<file path="src/rtl/cic_decim_ctrl.sv">
// Sequencer for the CIC decimator datapath. It applies the ratio, flushes the
// integrators and combs, generates the decimation strobe, qualifies comb output
// and counts overflow events.
module cic_decim_ctrl #(
  parameter int ORDER = 3,
  parameter int OCW   = 8
) (
  input  logic           clk,
  input  logic           reset_n,
  input  logic [2:0]     cfg_os_sel,
  input  logic           cfg_valid,
  output logic           cfg_ready,
  input  logic           in_valid,
  output logic [2:0]     int_os_sel,
  output logic           int_clr,
  output logic           dec_strobe,
  output logic           out_valid,
  input  logic           ovf_flag,
  input  logic           ovf_clr,
  output logic           ovf_sticky,
  output logic [OCW-1:0] ovf_cnt
);

  localparam int FW = $clog2(ORDER + 2);
  localparam int SW = (ORDER > 1) ? $clog2(ORDER + 1) : 1;

  typedef enum logic [1:0] {IDLE, FLUSH, SETTLE, RUN} state_t;

  state_t        state, state_nxt;
  logic [FW-1:0] flush_cnt;
  logic [SW-1:0] settle_cnt;
  logic [5:0]    dec_cnt, dec_last;
  logic          active, accept;

  // R-1 for the applied code; code 0 gives R=1, so the terminal count is 0
  assign dec_last = 6'((7'd1 << int_os_sel) - 7'd1);

  always_ff @(posedge clk) begin
    if (!reset_n) state <= IDLE;
    else          state <= state_nxt;
  end

  always_comb begin
    state_nxt  = state;
    cfg_ready  = (state != FLUSH);
    int_clr    = (state == FLUSH);
    active     = (state == SETTLE) || (state == RUN);
    accept     = cfg_valid && cfg_ready;
    dec_strobe = active && in_valid && (dec_cnt == dec_last);
    out_valid  = (state == RUN) && dec_strobe;
    case (state)
      FLUSH:   if (flush_cnt == FW'(ORDER)) state_nxt = SETTLE;
      SETTLE:  if (dec_strobe && settle_cnt == SW'(ORDER - 1)) state_nxt = RUN;
      default: state_nxt = state;
    endcase
    // A new request overrides progress; the current strobe is still issued
    if (accept) state_nxt = FLUSH;
  end

  always_ff @(posedge clk) begin
    if (!reset_n) begin
      int_os_sel <= '0;
      flush_cnt  <= '0;
      settle_cnt <= '0;
      dec_cnt    <= '0;
      ovf_sticky <= 1'b0;
      ovf_cnt    <= '0;
    end else begin
      if (accept) int_os_sel <= (cfg_os_sel == 3'd7) ? 3'd0 : cfg_os_sel;

      flush_cnt <= (state == FLUSH) ? flush_cnt + FW'(1) : '0;

      if (accept || state != SETTLE) settle_cnt <= '0;
      else if (dec_strobe)           settle_cnt <= settle_cnt + SW'(1);

      if (accept || !active) dec_cnt <= '0;
      else if (in_valid)     dec_cnt <= dec_strobe ? 6'd0 : dec_cnt + 6'd1;

      // Flag sampling outside SETTLE/RUN would count int_clr transients
      if (active && ovf_flag) begin
        ovf_sticky <= 1'b1;
        if (ovf_clr)       ovf_cnt <= OCW'(1);
        else if (!(&ovf_cnt)) ovf_cnt <= ovf_cnt + OCW'(1);
      end else if (ovf_clr) begin
        ovf_sticky <= 1'b0;
        ovf_cnt    <= '0;
      end
    end
  end

endmodule

</file>
<file path="config.mk">
export PLATFORM = sky130hd
export DESIGN_NAME = cic_decim_ctrl
export DESIGN_NICKNAME = d
export VERILOG_FILES = /design/src/rtl/cic_decim_ctrl.sv
export SDC_FILE = /design/constraint.sdc
export NUM_CORES = 1
export LEC_CHECK = 0
export ABC_CLOCK_PERIOD_IN_PS = 2450
export BUFFER_PORTS_ARGS = -buffer_cell sky130_fd_sc_hd__buf_4
export CORE_ASPECT_RATIO = 0.5
export CORE_MARGIN = 2
export CORE_UTILIZATION = 51
export CTS_CLUSTER_SIZE = 16
export DETAILED_ROUTE_END_ITERATION = 10
export GPL_TIMING_DRIVEN = 0
export PLACE_DENSITY = 0.85
export SLEW_MARGIN = 40
export SYNTH_ARGS = -nofsm -noshare
export SYNTH_HDL_FRONTEND = slang
export SYNTH_SLANG_ARGS = --single-unit
</file>
<file path="constraint.sdc">
create_clock -name clk -period 2.45 [get_ports clk]
set_clock_uncertainty 0.15 [all_clocks]
set_input_delay 0.245 -clock clk [delete_from_list [all_inputs] [get_ports clk]]
set_output_delay 0.245 -clock clk [all_outputs]
set_load 0.005 [all_outputs]
</file>
# Word-level counts from Yosys, hierarchy flattened
# Index checks and enable logic that the tools add are counted.
[word_totals]
ff_bits = 25
out_inout_bits = 16
word_cells = 62
[classes]
addsub = 5
n_eq_ne = 14
shift = 1
mux = 12
bitwise = 1
n_reduce_logical = 21
[ops]
columns = ["op", "count"]
rows = [
  ["$mux W8", 4],
  ["$add A8 B1 Y8 const B", 1],
  ["$reduce_and A8 Y1", 1],
  ["$add A6 B1 Y6 const B", 1],
  ["$eq A2 B2 Y1 const B", 3],
  ["$eq A6 B6 Y1", 1],
  ["$logic_and A1 B1 Y1", 6],
  ["$mux W6", 1],
  ["$ne A2 B1 Y1 const B", 3],
  ["$reduce_and A3 Y1", 2],
  ["$reduce_or A2 Y1", 3],
  ["$shl A1 B3 Y6 const A", 1],
  ["$sub A6 B1 Y6 const B", 1],
  ["$mux W2", 2],
  ["$ne A2 B2 Y1 const B", 2],
  ["$pmux W2 S2", 1],
  ["$reduce_and A2 Y1", 2],
  ["$reduce_bool A2 Y1", 2],
  ["$add A3 B1 Y3 const B", 1],
  ["$eq A3 B2 Y1 const B", 1],
  ["$eq A3 B3 Y1 const B", 1],
  ["$logic_or A1 B1 Y1", 3],
  ["$mux W1", 3],
  ["$mux W3", 1],
  ["7 further kinds", 7],
]

# Depth between registers and ports, before layout
[depth]
word_depth = 8
ltp_mapped = 8
depth_no_buf = 7

# Worst setup path after synthesis
# No wires, ideal clock.
[synth_path]
path_kind = "register -> register"
start = "reg state[0]"
end = "reg state[1]"
setup_time_ns = 0.122
t_arrival_ns = 1.471
required_ns = 2.178
slack_ns = 0.707
stages_incl_launch_ff = 9
synth_period_minus_slack_ns = 1.743
cell_sequence = "dfxtp_1 inv_1 ha_1 buf_2 o21a_1 o221ai_2 a21o_4 nor2_8 a221o_1"
[synth_via]
elab_chain_cells = 7
word_cells_on_any_way = 15
classes_between = "eq/ne (6); mux (1); reduce/logical (8)"
[synth_lines]
columns = ["item", "line_no", "rtl"]
rows = [
  ["from (decl)", "29", "state_t state, state_nxt;"],
  ["from (signal assigned)", "40", "else state <= state_nxt;"],
  ["$eq A2 B2 Y1", "47", "active = (state == SETTLE) || (state == RUN);"],
  ["$logic_or A1 B1 Y1 *", "47", ""],
  ["$logic_and A1 B1 Y1 * (2 in series)", "49", "dec_strobe = active && in_valid && (dec_cnt == dec_last);"],
  ["named net dec_strobe", "16", "output logic dec_strobe,"],
  ["$logic_and A1 B1 Y1 *", "53", "SETTLE: if (dec_strobe && settle_cnt == SW'(ORDER - 1)) state_nxt = RUN;"],
  ["$ne A2 B1 Y1 (no source line) *", "-", ""],
  ["$reduce_and A3 Y1 (no source line) *", "-", ""],
]
# The timed path passes the listed nets; every way through them passes the cells marked *.
# A chain may end at the register's enable or synchronous reset.

# Worst setup path in the final report
[layout_path]
start = "reg state[1]"
end = "out out_valid"
[layout_via]
elab_chain_cells = 5
word_cells_on_any_way = 6
classes_between = "eq/ne (2); reduce/logical (4)"
[layout_lines]
columns = ["item", "line_no", "rtl"]
rows = [
  ["$eq A2 B2 Y1, on equally long branches", "47, 50", ""],
  ["$logic_or A1 B1 Y1", "47", ""],
  ["$logic_and A1 B1 Y1 (2 in series)", "49", ""],
  ["$logic_and A1 B1 Y1 *", "50", "out_valid = (state == RUN) && dec_strobe;"],
  ["to (decl)", "17", "output logic out_valid,"],
]
# Every way passes the cells marked *; elsewhere a longest branch is shown, timed or not.

==> results.md <==
- Status: complete, no violations
- Reg clk slew, reported paths: roughly 0.090 ns
- WL final: roughly 2800 um
- Setup crit end: out_valid
- Slew Limit Fails: 0
- Reg2reg path depth: 8
- Main area contributors after synthesis: dfxtp_1 35%, ha_1 7.0%, nand2_1 4.5%, nor2_1 4.2%, nand3_1 3.2%
- Syn avg cell area: 8.57 um^2
- Worst-Skew Late Latency: 0.27 ns
- Mapped Area: 0.00142 mm^2
- Vias in the first global route: ~1000
- Period utilization: 0.910
- Min Clock Period, post-route: between 2 and 2.5 ns
- #FFs+latches synth: 25
- Placed Area: about 0.0016 mm^2
- Power Internal: 0.582 mW
- Combinational share of power: 0.145
- Yosys top cell area share: 0.352
- Remaining Overflow, GRT: 0
- Seq pwr share: 0.542
- Mapped Nets: roughly 180
- Number of max-cap violations: 0
- Critical path required time: 2.06 ns
- Unique masters post-synth: between 40 and 50
- Residual DRC count: 0
- Setup tns final: 0 ns
- Endpoint type of the worst setup path: output port
- R2R Path Start: state[0]
- VDD IR-drop max: 0.275 mV
- Post-route design area: between 0.0015 and 0.002 mm^2
- Syn-to-layout area delta: 19.2%
- Top cell type by total area after synthesis: dfxtp_1
- Reg-to-Reg End: ovf_cnt[6]
- Clock share of power: 0.314
- HP Class: input port to flip-flop
- Avg WL per Cell: between 10 and 15 um
- CP max stage delay: 0.40 ns
- Via density: around 5.5
- GRT Util Overall: 0.180
- Die Ht: between 40 and 50 um
- Root Buffer: clkbuf_8
- Antenna diodes: 0
- Share of cells above drive strength 1: 0.201
- Die Width: 78.7 um
- Port Buffers: 24
- Initial antenna violation count: 0
- DR vias: ~1300
- Endpoints failing setup: 0
- DR pass1 iterations: 4
- Initial Util: 0.543
- Worst-Margin Slew: just over 0.4 ns
- Fillers: roughly 220
- Post-CTS Setup Bufs: 0
- R2r setup slk: a little under 0.5 ns
- Fin nets: 212
- Net Switching: about 0.2 mW
- CTS tree: built
- Worst rel slew slack: 0.723
- RSZ-0062 raised after global routing: no
- CP max-delay cell: dfxtp_1
- Worst Path Arrival: 1.83 ns
- Clock Sinks: 25
- Yosys Warn Count: 0
- CP Max Fanout: 9
- Sw frac: 0.256
- Largest net degree at the start of global routing: 15
- Core area: about 0.0026 mm^2
- Routed Antenna Nets: 0
- Die ar.: between 0.003 and 0.004 mm^2
- Seq/Total Area, Yosys: 0.352
- First-pass GRT wire length: 4370 um
- Dpl hpwl: 2030 um
- PwrDens: 461 mW/mm^2
- CTS H-Tree Depth: 1
- Leakage: 0.657 nW
- Crit path from: state[1]
- Cell Chain, Critical Path: ha_1, buf_2, o21a_1, o221ai_2, a21oi_1, and3_1, buf_4
- CTS buffer count: 3
- F_max: roughly 450 MHz
- Mapped Cells: approximately 170
- Critical path startpoint category: flip-flop
- Post-cts resize count: 0
- I/O pins: 25
- CP Class: flip-flop to output port
- # hold bufs at CTS: 0
- Final hold vios: 0
- Placement Rows: 13
- Iter 0 DRT Violations: approximately 50
- CTS Buffer Depth: 2
- GP Congestion: around 0.85
==> critical path, delay by kind of cell, from the launching register on <==
family / cells / cell delay [ns]
AO/OA/AOI/OAI: 3 / 0.51
AND/OR/NAND/NOR: 1 / 0.19
adder cells (fa/ha/maj): 1 / 0.16
buffers and inverters: 2 / 0.29
flip-flops: 1 / 0.40
==> flip-flops by register name, indices dropped and copies added, names as in the netlist <==
| register | flops |
|---|---|
| dec_cnt | 6 |
| flush_cnt | 3 |
| int_os_sel | 3 |
| ovf_cnt | 8 |
| ovf_sticky | 1 |
| settle_cnt | 2 |
| state | 2 |
==> layout make-up <==
| cell class | count | area (um^2) | share of cell area |
|---|---|---|---|
| Buffer | 4 | 27.5 | 0.0162 |
| Tap cell | 37 | 46.3 | 0.0273 |
| Timing Repair Buffer | 24 | 180 | 0.106 |
| Multi-Input combinational cell | 129 | 865 | 0.510 |
| Clock inverter | 1 | 5.00 | 0.00295 |
| Sequential cell | 25 | 500 | 0.295 |
| Clock buffer | 3 | 41.3 | 0.0244 |
| Inverter | 8 | 30.0 | 0.0177 |
==> cells by family after synthesis <==
family	count (synthesis)	synth area share
xor gates and xnor gates	7	0.0431
muxes	3	0.0211
and+or+nand+nor	71	0.268
buffers and inverters	12	0.0405
adders and majority gates	8	0.0704
DFF	25	0.352
AOI/OAI and AO/OA	40	0.205
==> synth_stat cells (all sizes together) <==
master and count:
nor3 4, o211ai 2, clkbuf 1, a31oi 2, nand3 9, o21ai 10, nor4 3, nand4 3
o221ai 1, o2111ai 1, a21boi 5, ha 8, a21o 1, dfxtp 25, nor2b 1, o32ai 1
nor2 17, a21oi 7, or3b 1, a31o 1, xor2 4, xnor2 3, buf 3, o21a 3
o31a 1, inv 8, and3 4, a221o 1, nand3b 1, nor4bb 1, o22ai 3, nand2 17
a211oi 1, nand2b 4, or2b 1, and4 1, and2 2, nor4b 1, mux2i 3, nor3b 1
==> worst min path at each step <==
stage	startpoint	endpoint	slack (ns)	cells after the start
2_1_floorplan	in_valid	dec_cnt[1]	0.21	1
4_1_cts	in_valid	dec_cnt[1]	0.07	2
6_report	in_valid	dec_cnt[1]	0.08	2
3_3_place_gp	flush_cnt[0]	flush_cnt[0]	0.25	1
5_1_grt	in_valid	dec_cnt[1]	0.07	2
3_5_place_dp	flush_cnt[0]	flush_cnt[0]	0.26	1
==> through the flow <==
stage | setup WS [ns] | hold slack, ns | std cells | util | power, mW
6_report | 0.222 | 0.0808 | 231 | 0.647 | 0.782
5_1_grt | 0.0441 | 0.0745 | 231 | 0.647 | 0.818
4_1_cts | 0.221 | 0.0730 | 231 | 0.647 | 0.790
3_5_place_dp | 0.510 | 0.265 | 227 | 0.630 | 0.545
3_3_place_gp | 0.531 | 0.254 | 227 | 0.630 | 0.542
2_1_floorplan | 0.707 | 0.214 | 166 | - | 0.505
==> power by group through the flow <==
stage / Sequential (mW) / Clock (mW) / Combinational [mW]
after global routing: 0.425 / 0.267 / 0.125
after detailed placement: 0.433 / 0 / 0.112
after floorplan: 0.432 / 0 / 0.0729
final: 0.424 / 0.245 / 0.113
after CTS: 0.424 / 0.253 / 0.113
after global placement: 0.433 / 0 / 0.109
==> routing by layer <==
layer / vias up / GRT usage / share of wire
met1: 597 / 0.211 / 0.49
li1: 663 / - / -
met3: 2 / 0.0560 / 0.033
met5: - / 0 / 0
met4: 0 / 0.0877 / 0.0058
met2: 19 / 0.321 / 0.47
==> layout by cell type (no fill, tap or decap), drive strengths merged, types with 3 or more instances in the layout <==
| cell | netlist | routed |
|---|---|---|
| and3 | 4 | 4 |
| nor3 | 4 | 4 |
| nor2 | 17 | 17 |
| xor2 | 4 | 4 |
| a21boi | 5 | 5 |
| o21a | 3 | 3 |
| mux2i | 3 | 3 |
| buf | 3 | 27 |
| dfxtp | 25 | 25 |
| ha | 8 | 8 |
| nand4 | 3 | 3 |
| inv | 8 | 8 |
| o21ai | 10 | 10 |
| xnor2 | 3 | 3 |
| o22ai | 3 | 3 |
| a21oi | 7 | 7 |
| nor4 | 3 | 3 |
| clkbuf | 1 | 4 |
| nand2 | 17 | 17 |
| nand3 | 9 | 9 |
| nand2b | 4 | 4 |
Power figures use the tool's default switching activity.
